[config.mk]
export PLATFORM = sky130hd
export DESIGN_NAME = wb_ram_arbiter
export DESIGN_NICKNAME = d
export VERILOG_FILES = /design/src/rtl/wb_ram_arbiter.sv
export SDC_FILE = /design/constraint.sdc
export NUM_CORES = 1
export LEC_CHECK = 0
export BUFFER_PORTS_ARGS = -buffer_cell sky130_fd_sc_hd__buf_2
export CAP_MARGIN = 20
export CORE_AREA = 3 3 121 123
export CTS_CLUSTER_SIZE = 25
export DETAILED_ROUTE_END_ITERATION = 10
export DIE_AREA = 0 0 124 126
export HOLD_SLACK_MARGIN = 0.08
export PLACE_DENSITY_LB_ADDON = 0.12
export SLEW_MARGIN = 10
export SYNTH_ARGS = -nofsm -noshare
export SYNTH_HDL_FRONTEND = slang
export SYNTH_SLANG_ARGS = --single-unit
[constraint.sdc]
create_clock -name clk_i -period 1.5 [get_ports clk_i]
set_input_delay 0.3 -clock clk_i [delete_from_list [all_inputs] [get_ports clk_i]]
set_output_delay 0.3 -clock clk_i [all_outputs]
set_load 0.05 [all_outputs]
[src/rtl/wb_ram_arbiter.sv]
// wb_ram_arbiter: round-robin two-master Wishbone arbiter in front of a single-port RAM,
// with a forced idle gap between transfers and a timeout that answers with a bus error.
module wb_ram_arbiter #(
  parameter int TIMEOUT = 16,
  parameter int CW      = $clog2(TIMEOUT + 1)
) (
  input  logic        clk_i,
  input  logic        rst_n_i,
  input  logic        m0_cyc_i,
  input  logic        m0_stb_i,
  input  logic        m0_we_i,
  input  logic [3:0]  m0_sel_i,
  input  logic [31:0] m0_adr_i,
  input  logic [31:0] m0_dat_i,
  output logic [31:0] m0_dat_o,
  output logic        m0_ack_o,
  output logic        m0_err_o,
  input  logic        m1_cyc_i,
  input  logic        m1_stb_i,
  input  logic        m1_we_i,
  input  logic [3:0]  m1_sel_i,
  input  logic [31:0] m1_adr_i,
  input  logic [31:0] m1_dat_i,
  output logic [31:0] m1_dat_o,
  output logic        m1_ack_o,
  output logic        m1_err_o,
  output logic        s_cyc_o,
  output logic        s_stb_o,
  output logic        s_we_o,
  output logic [3:0]  s_sel_o,
  output logic [31:0] s_adr_o,
  output logic [31:0] s_dat_o,
  input  logic [31:0] s_dat_i,
  input  logic        s_ack_i
);
  typedef enum logic {IDLE, BUSY} state_t;
  state_t state_q, state_d;
  logic gnt_q, gnt_d, last_q, last_d;
  logic [CW-1:0] cnt_q, cnt_d;
  logic req0, req1, busy, g_cyc, tmo, ack, err;
  assign req0  = m0_cyc_i & m0_stb_i;
  assign req1  = m1_cyc_i & m1_stb_i;
  assign busy  = state_q == BUSY;
  assign g_cyc = gnt_q ? m1_cyc_i : m0_cyc_i;
  assign tmo   = cnt_q == CW'(TIMEOUT - 1);
  assign ack   = busy & s_ack_i;
  // abort outranks timeout, so an error needs the granted cycle still open
  assign err   = busy & ~s_ack_i & g_cyc & tmo;
  assign s_cyc_o  = busy & g_cyc;
  assign s_stb_o  = busy & (gnt_q ? m1_stb_i : m0_stb_i);
  assign s_we_o   = busy & (gnt_q ? m1_we_i : m0_we_i);
  assign s_sel_o  = busy ? (gnt_q ? m1_sel_i : m0_sel_i) : '0;
  assign s_adr_o  = busy ? (gnt_q ? m1_adr_i : m0_adr_i) : '0;
  assign s_dat_o  = busy ? (gnt_q ? m1_dat_i : m0_dat_i) : '0;
  assign m0_ack_o = ack & ~gnt_q;
  assign m1_ack_o = ack & gnt_q;
  assign m0_err_o = err & ~gnt_q;
  assign m1_err_o = err & gnt_q;
  assign m0_dat_o = rst_n_i ? s_dat_i : '0;
  assign m1_dat_o = rst_n_i ? s_dat_i : '0;
  always_comb begin
    state_d = state_q;
    gnt_d   = gnt_q;
    last_d  = last_q;
    cnt_d   = cnt_q;
    if (!busy) begin
      if (req0 | req1) begin
        state_d = BUSY;
        gnt_d   = (req0 & req1) ? ~last_q : req1;
        cnt_d   = '0;
      end
    end else begin
      cnt_d = tmo ? cnt_q : cnt_q + 1'b1;
      if (s_ack_i | ~g_cyc | tmo) begin
        state_d = IDLE;
        last_d  = gnt_q;
      end
    end
  end
  always_ff @(posedge clk_i or negedge rst_n_i) begin
    if (!rst_n_i) begin
      state_q <= IDLE;
      gnt_q   <= 1'b0;
      last_q  <= 1'b1;
      cnt_q   <= '0;
    end else begin
      state_q <= state_d;
      gnt_q   <= gnt_d;
      last_q  <= last_d;
      cnt_q   <= cnt_d;
    end
  end
endmodule
## Word-level counts from Yosys, hierarchy flattened

Index checks and enable logic that the tools add are counted.

| storage, ports and cells | value |
|---|---|
| logic and storage cells | 50 |
| flip-flop bits (word level) | 8 |
| output and inout port bits | 139 |
| input port bits | 177 |

| cells by class | value |
|---|---|
| reductions and logical operators | 4 |
| equality and inequality tests | 2 |
| bitwise logic cells | 22 |
| $add $sub $neg | 1 |
| mux-type cells | 17 |

Operators with widths:

| cell | count |
|---|---|
| $mux W32 | 5 |
| $mux W5 | 3 |
| $and A1 B1 Y1 | 14 |
| $mux W4 | 2 |
| $mux W1 | 7 |
| $reduce_and A2 Y1 | 3 |
| $add A5 B1 Y5 const B | 1 |
| $eq A5 B4 Y1 const B | 1 |
| $not A1 Y1 | 5 |
| $or A1 B1 Y1 | 3 |
| $ne A2 B2 Y1 const B | 1 |
| $reduce_bool A2 Y1 | 1 |

## Longest topological paths before layout

Gate-level depths: netlist of run 1.

| depth | value |
|---|---|
| word-level depth | 6 |
| depth in mapped cells | 7 |
| depth with buffers taken out | 6 |

## Least setup slack after synthesis of run 1

No wires, ideal clock.

| timing path | value |
|---|---|
| path kind | register -> output |
| start point | register cnt_q[0] |
| end point | output m0_err_o |
| arrival time | 2555 ps |
| stages on the path, launching flop included | 7 |
| path slack | -1355 ps |
| required time | 1200 ps |
| path buffers | 1 |
| cell sequence | dfrtp_1 ha_1 and3_1 ha_1 buf_2 inv_1 nor4_1 |

| on the way | value |
|---|---|
| word-level cells in the longest chain between the ends | 3 |

RTL lines:

| what | line | text |
|---|---|---|
| start: declaration | 39 | `logic [CW-1:0] cnt_q, cnt_d;` |
| start signal: assignment | 90 | `cnt_q <= cnt_d;` |
| $eq A5 B4 Y1 | 45 | `assign tmo = cnt_q == CW'(TIMEOUT - 1);` |
| $and A1 B1 Y1 | 48 | `assign err = busy & ~s_ack_i & g_cyc & tmo;` |
| $and A1 B1 Y1 | 57 | `assign m0_err_o = err & ~gnt_q;` |
| end: declaration | 17 | `output logic m0_err_o,` |

Every way passes these cells.

## Final worst setup path of run 1

| timing path | value |
|---|---|
| start point | register cnt_q[1] |
| end point | output m1_err_o |

| on the way | value |
|---|---|
| word-level cells in the longest chain between the ends | 3 |

RTL lines:

| what | line | text |
|---|---|---|
| $eq A5 B4 Y1 | 45 |  |
| $and A1 B1 Y1 | 48 |  |
| $and A1 B1 Y1 | 58 | `assign m1_err_o = err & gnt_q;` |
| end: declaration | 26 | `output logic m1_err_o,` |

Every way passes these cells.

==> results.sh, run 1 <==
export IMPL_status="complete, but fails checks"
export IMPL_violations="negative setup slack"
export IMPL_worst_path_buf_inv=2
export IMPL_worst_slack_ns=-0.3741
export IMPL_via_per_inst=4.031
export IMPL_tightest_slew_ns=0.4313
export IMPL_drc=0
export IMPL_gr_total_overflow=0
export IMPL_hpwlAfterDp_um=8434
export IMPL_combPwrFrac_pct=88.7
export IMPL_wl_met2_um=6503
export IMPL_met3_length_um=928
export IMPL_drt_iter0_markers=31
export IMPL_dp_worst_setup_slack_ns=-0.2891
export IMPL_grt_total_usage_pct=12.56
export IMPL_cp_top_family="simple AND/OR/NAND/NOR gates"
export IMPL_placed_cell_area_um2=4438
export IMPL_hp_class="input port to async pin"
export IMPL_setup_viol_count_final=81
export IMPL_die_h_um=126
export IMPL_cts_buffer_depth=2
export IMPL_area_growth_pct=206.3
export IMPL_synthTopCellsByArea="mux2i_1 (35%), nor2_1 (13%), buf_4 (13%), and2_1 (9.8%), dfrtp_1 (8.6%)"
export IMPL_ys_flop_type="dfrtp_1"
export IMPL_die_area_um2=15620
export IMPL_top_layer="met4"
export IMPL_whs_ns=0.1790
export IMPL_slew_violations=0
export IMPL_clk_latency_ns=0.23
export IMPL_vias=3104
export IMPL_final_cells=770
export IMPL_yosysMostFrequentCell="nor2_1"
export IMPL_maxCapViolCount=0
export IMPL_wl_per_cell_um=14.10
export IMPL_worstPathArrival_ns=1.57
export IMPL_syn_nets=456
export IMPL_nets=770
export IMPL_cpMaxStageDelayCell="dfrtp_1"
export IMPL_first_pass_iters=3
export IMPL_min_period_over_period_pct=124.9
export IMPL_yosys_area_top_type_share_pct=34.95
export IMPL_crit_chain="ha_2, and3_4, ha_4, inv_4, nor4b_4, buf_6"
export IMPL_worstSetupPathType="flip-flop to primary output"
export IMPL_startpoint_type="flip-flop"
export IMPL_ant_nets=0
export IMPL_numCtsBuffers=3
export IMPL_p_total_mw=7.208
export IMPL_rsz0062_at_grt="true"
export IMPL_yosysSeqAreaShare_pct=9.908
export IMPL_worstPathRequired_ns=1.20
export IMPL_ys_ff_latch=8
export IMPL_ys_async_sr_fraction_pct=100.0
export IMPL_slew_headroom_pct=71.24
export IMPL_clk_pin_slew_worst_paths_ns=0.04
export IMPL_fin_crit_ns=1.874
export IMPL_hold_viol_final=0
export IMPL_wl_met1_um=3354
export IMPL_io_buffers=315
export IMPL_synth_top_area_cell="mux2i_1"
export IMPL_max_stage_delay_ns=0.35
export IMPL_fin_skew_ns=0.0003644
export IMPL_p_int_mw=3.624
export IMPL_synth_cells_most_frequent="nor2_1 (73), mux2i_1 (71), buf_4 (36), and2_1 (32)"
export IMPL_std_cell_rows=43
export IMPL_fmax_ghz=0.5336
export IMPL_p_switching_mw=3.584
export IMPL_p_per_area_nw_per_um2=1157
export IMPL_yosys_warnings=0
export IMPL_placed_cells=751
export IMPL_syn_inst=277
export IMPL_vdd_ir_drop_max_mv=0.6670
export IMPL_p_leak_nw=2.708
export IMPL_synth_edff_count=0
export IMPL_antenna_cells=0
export IMPL_path_max_fanout=2
export IMPL_netlist_area_um2=2033
export IMPL_fp_dieW_um=124
export IMPL_endpoint_kind="primary output"
export IMPL_drive_above_1_share_pct=93.39
export IMPL_drt_wl_total_um=10860
export IMPL_final_area_um2=6228
export IMPL_antenna_found_initial=0
export IMPL_cts_root_buf="clkbuf_16"
export IMPL_syn_area_per_cell_um2=7.340
export IMPL_clkSinkCount=8
export IMPL_swShare_pct=49.72
export IMPL_clkPwrFrac_pct=6.4
export IMPL_htree_levels=1
export IMPL_core_um2=13770
export IMPL_cts_tree="built"
export IMPL_grt_pass1_wl_um=15950
export IMPL_grt_pass1_vias=3233
export IMPL_synth_cell_types=32
export IMPL_seqPwrFrac_pct=4.9
export IMPL_io_pins=316
export IMPL_gp_congestion=0.8163
export IMPL_grt_max_degree=35
export IMPL_start_util_pct=14.76
final cells by class:
| class | instances | area (µm²) |
|---|---|---|
| Tap cell | 180 | 225.2 |
| Multi-Input combinational cell | 212 | 2945 |
| Clock buffer | 4 | 78.83 |
| Fill cell | 1301 | 7545 |
| Timing Repair Buffer | 362 | 2750 |
| Sequential cell | 8 | 206.4 |
| Inverter | 4 | 22.52 |
per-stage QoR:
step | utilization (%) | setup TNS, ns
3_5_place_dp | 32.22 | -8.815
4_1_cts | 43.90 | -23.52
3_3_place_gp | 32.22 | -8.180
5_1_grt | 45.22 | -26.80
6_report | 45.22 | -23.30
2_1_floorplan | - | -1.034
worst reg2reg max path, cell delays in order (launching register included):
cell,delay (ns)
dfrtp_1,0.38
ha_2,0.19
and3_4,0.18
ha_4,0.16
buf_4,0.13
buf_6,0.12
nand4b_1,0.19
xor2_1,0.18
o21ai_1,0.12
path summary, 6_finish.rpt:
| check | slack (ns) | start | cells past startpoint | endpoint |
|---|---|---|---|---|
| worst max-delay path | -0.37 | cnt_q[1] | 6 | m1_err_o |
| worst min-delay path | 0.18 | rst_n_i | 2 | last_q |
| worst max register to register | -0.22 | cnt_q[1] | 8 | cnt_q[3] |
| worst min register to register | 0.50 | last_q | 2 | last_q |
| max in group asynchronous | 0.48 | rst_n_i | 3 | gnt_q |
| min in group clk_i | 0.40 | m0_stb_i | 2 | gnt_q |
layer usage:
metal	vias to the layer above	track usage [%]
li1	1532	-
met1	1428	12.76
met2	138	26.60
met3	6	1.931
met4	0	1.353
met5	-	0
power groups by stage:
stage | logic, mW | clock network [mW] | registers [mW]
after floorplan | 3.32 | 0 | 0.330
after global placement | 4.36 | 0 | 0.344
after detailed placement | 4.37 | 0 | 0.344
after CTS | 6.20 | 0.464 | 0.353
after global routing | 6.69 | 0.486 | 0.362
final | 6.39 | 0.463 | 0.353
cells in the final DEF (no fill, tap or decap), drive strengths merged, types with 2 or more instances in the layout:
cell / instances
and2: 32
mux2i: 71
inv: 4
dfrtp: 7
nor2: 73
nand2: 8
o21ai: 6
buf: 359
and3: 2
clkbuf: 6
nand3: 2
xor2: 2
ha: 2
state kept, by name (all words and copies together) (netlist names):
register,count
gnt_q,1
busy,1
last_q,1
cnt_q,5
cells by family (layout without fill, tap and decap cells):
| family | after synthesis | in the layout | share of synthesized area [%] |
|---|---|---|---|
| xor+xnor | 3 | 3 | 1.293 |
| fa+ha+maj | 2 | 2 | 1.231 |
| buf+inv | 57 | 370 | 19.26 |
| simple gates | 122 | 122 | 28.06 |
| flops | 8 | 8 | 9.908 |
| compound gates | 13 | 13 | 4.738 |
| mux | 72 | 72 | 35.51 |
what timing repair did:
item	CTS	global route
endpoints found under the hold margin	7	0
setup buffers	6	5
gates cloned	1	2
resized for setup	319	26
pin swaps	11	9
hold buffers	1	0
endpoints found under the setup margin	80	81
No activity file was read; power rests on OpenSTA's default activity.
==> inputs of run 2 (changes only) <==
CAP_MARGIN = 10   (was 20)
PLACE_DENSITY = 0.58   (was unset)
PLACE_DENSITY_LB_ADDON = unset   (was 0.12)
==> run 2 against run 1 <==
  * Critical path depth unchanged
  * Count of clock-buffer cells in the layout unchanged
  * Clock power up 2%
  * First-iteration DRC count up 61%
  * Largest power group unchanged
  * Worst setup slack worse by 0.032 ns
  * Cell count down 1.0%
  * Register-to-register slack better by 0.13 ns
  * Cell area down 0.44%
  * Sequential power down 2%
  * The run still ends with negative setup slack left
  * Sequential share of layout area about the same
  * Non-clock buffer count down 8
  * Largest cell class unchanged
  * Total power up 0.35%
==> results.sh, run 2 (synthesized netlist as in run 1, its figures left out) <==
export IMPL_status="complete, but fails checks"
export IMPL_violations="negative setup slack"
export IMPL_largest_reg_flops=5
export IMPL_fin_skew_ns=0.002001
export IMPL_drc=0
export IMPL_final_cell_mix="buf_2 (240), nor2_4 (71), mux2i_4 (70)"
export IMPL_cts_buffer_depth=2
export IMPL_clkSinkCount=8
export IMPL_drt_iter0_markers=50
export IMPL_nets=762
export IMPL_first_pass_iters=4
export IMPL_die_area_um2=15620
export IMPL_clk_pin_slew_worst_paths_ns=0.04
export IMPL_drt_wl_total_um=11940
export IMPL_worstPathRequired_ns=1.20
export IMPL_die_h_um=126
export IMPL_numCtsBuffers=3
export IMPL_p_leak_nw=2.685
export IMPL_vdd_ir_drop_max_mv=0.6466
export IMPL_fp_dieW_um=124
export IMPL_grtUsageMet1_pct=13.97
export IMPL_antenna_found_initial=0
export IMPL_core_um2=13770
export IMPL_worst_r2r_cell_count=7
export IMPL_cts_root_buf="clkbuf_16"
export IMPL_max_flop_register="cnt_q"
export IMPL_drive_above_1_share_pct=93.64
export IMPL_min_period_over_period_pct=127.1
export IMPL_io_buffers=315
export IMPL_area_growth_pct=205.0
export IMPL_slew_violations=0
export IMPL_setup_viol_count_final=77
export IMPL_fmax_ghz=0.5246
export IMPL_cts_tree="built"
export IMPL_maxCapViolCount=0
export IMPL_grt_max_degree=23
export IMPL_slew_headroom_pct=72.45
export IMPL_r2r_start="cnt_q[0]"
export IMPL_startpoint="cnt_q[1]"
export IMPL_fin_crit_ns=1.906
export IMPL_antenna_cells=0
export IMPL_hp_class="input port to async pin"
export IMPL_whs_ns=0.2195
export IMPL_grt_total_usage_pct=13.09
export IMPL_cpMaxStageDelayCell="dfrtp_1"
export IMPL_grt_pass1_vias=3222
export IMPL_grtUsageMet2_pct=24.69
export IMPL_hpwlAfterDp_um=8549
export IMPL_rsz0062_at_grt="true"
export IMPL_gp_congestion=0.7403
export IMPL_vias=3153
export IMPL_startpoint_type="flip-flop"
export IMPL_gr_total_overflow=0
export IMPL_ant_nets=0
export IMPL_max_stage_delay_ns=0.34
export IMPL_busiest_layer="met2"
export IMPL_p_per_area_nw_per_um2=1166
export IMPL_endpoint_kind="primary output"
export IMPL_start_util_pct=14.76
export IMPL_via_per_inst=4.138
export IMPL_tightest_slew_ns=0.4132
export IMPL_layout_commonest_cell="buf_2"
export IMPL_htree_levels=1
export IMPL_grt_pass1_wl_um=16420
export IMPL_path_max_fanout=2
export IMPL_worstSetupPathType="flip-flop to primary output"
export IMPL_worstPathArrival_ns=1.61
export IMPL_std_cell_rows=43
export IMPL_io_pins=316
export IMPL_grt_util_met3_pct=3.053
export IMPL_crit_chain="ha_2, and3_4, ha_4, inv_4, nor4b_4, buf_6"
export IMPL_wl_per_cell_um=15.67
export IMPL_worst_slack_ns=-0.4063
export IMPL_p_total_mw=7.233
export IMPL_hold_viol_final=0
export IMPL_clk_latency_ns=0.23
==> run 2: cell count changes in the layout (fill, tap and decap cells not counted) <==
| cell | before | now |
|---|---|---|
| buf_8 | 20 | 37 |
| mux2_4 | 0 | 1 |
| mux2_2 | 1 | 0 |
| dlygate4sd3_1 | 1 | 0 |
| o21ai_0 | 1 | 2 |
| buf_6 | 66 | 47 |
| o21ai_1 | 5 | 4 |
| inv_1 | 2 | 1 |
| buf_4 | 19 | 16 |
| inv_2 | 0 | 1 |
| buf_12 | 11 | 9 |
==> run 2: final timing paths <==
path	to	slack, ns
max	m1_err_o	-0.41
min	cnt_q[1]	0.22
max reg2reg	cnt_q[3]	-0.09
min reg2reg	last_q	0.50
max in group asynchronous	last_q	1.06
min in group clk_i	gnt_q	0.41
==> run 2: metrics by stage <==
stage	area, µm²	instances	TNS [ns]	worst slack, ns	utilization, %
final	6201	762	-23.20	-0.4063	45.02
after global placement	4418	750	-6.739	-0.2483	32.08
after CTS	5971	758	-22.78	-0.4132	43.35
after detailed placement	4418	750	-7.273	-0.2839	32.08
after global routing	6201	762	-25.32	-0.4451	45.02
after floorplan	2668	277	-1.034	-0.4702	-
==> run 2: routing by layer <==
metal  part of all wire, %  up-vias
met4                   2.4        0
li1                      -     1515
met2                    55      165
met1                    34     1445
met3                   8.7       28
met5                     0        -
==> run 2: cell type report <==
cell class / instances / area (µm²)
Tap cell: 180 / 225.2
Fill cell: 1252 / 7572
Inverter: 4 / 22.52
Sequential cell: 8 / 206.4
Timing Repair Buffer: 354 / 2719
Multi-Input combinational cell: 212 / 2949
Clock buffer: 4 / 78.83
==> run 2: worst max-delay path: cells and delay by family (launching register included) <==
kind | cells | cell delay [ns]
flip-flops | 1 | 0.34
adder cells (fa/ha/maj) | 2 | 0.32
AND/OR/NAND/NOR | 2 | 0.45
buffers and inverters | 2 | 0.25
==> run 2: repair_timing <==
action	4_1_cts	5_1_grt
setup buffers	3	2
endpoints found under the setup margin	82	80
hold buffers	0	0
pin swaps	7	4
resized for setup	316	41
cloned	1	2
==> run 2: where the power goes <==
part / internal (mW) / switching (mW)
Combinational: 2.94 / 3.47
Sequential: 0.290 / 0.0551
Clock: 0.355 / 0.116
Total: 3.59 / 3.64
==> inputs of run 3 (changes only) <==
==> constraint.sdc (replaced) <==
create_clock -name clk_i -period 1.5 [get_ports clk_i]
set_input_delay 0.075 -clock clk_i [delete_from_list [all_inputs] [get_ports clk_i]]
set_output_delay 0.075 -clock clk_i [all_outputs]
set_load 0.05 [all_outputs]
==> run 3 against run 2 <==
  * The run still ends with negative setup slack left
  * Highest routed layer unchanged
  * Clock power decreased by 1%
  * Via count is 1.8% lower
  * Largest power group unchanged
  * Hold slack lost 0.11 ns
  * Routed wire length down 7.8%
  * Total power down 22%
  * Clock skew is 0.0019 ns higher
  * Sequential cell count stayed put
  * Largest cell class is now non-clock buffers
==> results.sh, run 3 (synthesized netlist as in run 1, its figures left out) <==
export IMPL_status="complete, but fails checks"
export IMPL_violations="negative setup slack"
export IMPL_cts_buffer_depth=2
export IMPL_vdd_ir_drop_max_mv=0.5419
export IMPL_ant_nets=0
export IMPL_hpwlAfterDp_um=8279
export IMPL_worstSetupPathType="flip-flop to primary output"
export IMPL_dp_worst_setup_slack_ns=-0.2045
export IMPL_reg2reg_slack_ns=-0.11
export IMPL_p_switching_mw=2.990
export IMPL_grt_pass1_vias=3091
export IMPL_clkPwrFrac_pct=8.2
export IMPL_path_max_fanout=8
export IMPL_core_um2=13770
export IMPL_std_cell_rows=43
export IMPL_gp_congestion=0.8028
export IMPL_vias=3095
export IMPL_worstPathArrival_ns=1.60
export IMPL_r2r_start="cnt_q[1]"
export IMPL_antenna_found_initial=0
export IMPL_startpoint_type="flip-flop"
export IMPL_reg2reg_to="cnt_q[2]"
export IMPL_nets=756
export IMPL_max_stage_delay_ns=0.53
export IMPL_fin_skew_ns=0.003896
export IMPL_p_total_mw=5.653
export IMPL_layout_commonest_cell="buf_2"
export IMPL_maxCapViolCount=0
export IMPL_combPwrFrac_pct=85.4
export IMPL_hp_class="input port to async pin"
export IMPL_grt_pass1_wl_um=15280
export IMPL_grt_total_usage_pct=12.11
export IMPL_first_pass_iters=4
export IMPL_gr_total_overflow=0
export IMPL_worstPathRequired_ns=1.42
export IMPL_drive_above_1_share_pct=81.08
export IMPL_seqPwrFrac_pct=6.4
export IMPL_worst_slack_ns=-0.1754
export IMPL_seqCellArea_um2=206.4
export IMPL_rsz0062_at_grt="true"
export IMPL_slew_headroom_pct=72.16
export IMPL_p_leak_nw=2.516
export IMPL_endpoint_kind="primary output"
export IMPL_area_growth_pct=140.1
export IMPL_grt_max_degree=44
export IMPL_worst_r2r_cell_count=8
export IMPL_start_util_pct=14.76
export IMPL_cpMostUsedCell="buf_12"
export IMPL_slew_violations=0
export IMPL_io_pins=316
export IMPL_hold_viol_final=0
export IMPL_tightest_slew_ns=0.4177
export IMPL_via_per_inst=4.094
export IMPL_die_area_um2=15620
export IMPL_setup_viol_count_final=69
export IMPL_max_flop_register="cnt_q"
export IMPL_io_buffers=315
export IMPL_wl_per_cell_um=14.57
export IMPL_fillers=1389
export IMPL_numCtsBuffers=3
export IMPL_clkSinkCount=8
export IMPL_drt_iter0_markers=77
export IMPL_die_h_um=126
export IMPL_htree_levels=1
export IMPL_clk_pin_slew_worst_paths_ns=0.04
export IMPL_multi_input_area_um2=1882
export IMPL_final_cell_mix="buf_2 (241), buf_6 (74), nor2_2 (65)"
export IMPL_largest_reg_flops=5
export IMPL_cts_root_buf="clkbuf_16"
export IMPL_clk_latency_ns=0.23
export IMPL_swShare_pct=52.90
export IMPL_cts_tree="built"
export IMPL_fp_dieW_um=124
export IMPL_drc=0
export IMPL_p_int_mw=2.663
export IMPL_whs_ns=0.1135
export IMPL_antenna_cells=0
export IMPL_drt_wl_total_um=11010
export IMPL_cpMaxStageDelayCell="dfrtp_4"
export IMPL_fmax_ghz=0.5969
export IMPL_p_per_area_nw_per_um2=1158
export IMPL_min_period_over_period_pct=111.7
export IMPL_fin_crit_ns=1.675
export IMPL_crit_chain="buf_12, buf_12, mux2i_4, nor2_2, buf_6"
[run 3: metrics by stage]
step	std cells	utilization [%]	setup TNS (ns)	cell area, µm²
6_report	756	35.44	-5.541	4881
5_1_grt	756	35.44	-9.828	4881
4_1_cts	755	34.06	-7.214	4691
3_5_place_dp	741	28.39	-0.8812	3910
3_3_place_gp	741	28.39	-0.6039	3910
2_1_floorplan	277	-	-0.6927	2226
[run 3: cell type report]
type | instances | share of cell area [%]
clock buffer | 4 | 1.615
inverter | 4 | 0.3845
multi-input combinational | 212 | 38.55
sequential | 8 | 4.230
tap | 180 | 4.614
timing repair buffer | 348 | 50.60
[run 3: worst max-delay path: cells and delay by family, from the launching register on]
| family | cells | cell delay (ns) |
|---|---|---|
| flip-flops | 1 | 0.53 |
| multiplexers | 1 | 0.19 |
| buffers and inverters | 3 | 0.49 |
| AND/OR/NAND/NOR | 1 | 0.14 |
[run 3: worst max-delay path by stage]
stage,end,depth (start not counted),start
after floorplan,m1_err_o,6,cnt_q[0]
after global placement,m1_err_o,6,cnt_q[0]
after detailed placement,m1_err_o,6,cnt_q[0]
after CTS,m1_err_o,6,cnt_q[1]
after global routing,m1_err_o,6,cnt_q[1]
final,s_adr_o[24],5,gnt_q
[run 3: power groups by stage]
| stage | clock (mW) | combinational, mW | sequential (mW) |
|---|---|---|---|
| 5_1_grt | 0.482 | 5.06 | 0.373 |
| 2_1_floorplan | 0 | 2.87 | 0.329 |
| 4_1_cts | 0.472 | 4.68 | 0.346 |
| 3_3_place_gp | 0 | 3.79 | 0.334 |
| 6_report | 0.465 | 4.83 | 0.362 |
| 3_5_place_dp | 0 | 3.79 | 0.336 |
[run 3: layer usage]
layer | routed length [µm] | track usage (%) | part of all wire, % | vias to the layer above
met1 | 3911 | 13.37 | 36 | 1399
met2 | 5987 | 24.09 | 54 | 191
li1 | - | - | - | 1488
met5 | 0 | 0 | 0 | -
met4 | 123 | 2.126 | 1.1 | 0
met3 | 989 | 1.751 | 9.0 | 17
[run 3: timing repair]
item | 4_1_cts | 5_1_grt
resized for setup | 163 | 69
gates cloned | 4 | 1
buffers inserted | 6 | 8
setup endpoints to repair | 67 | 81
pin swaps | 10 | 36
hold buffers | 0 | 0
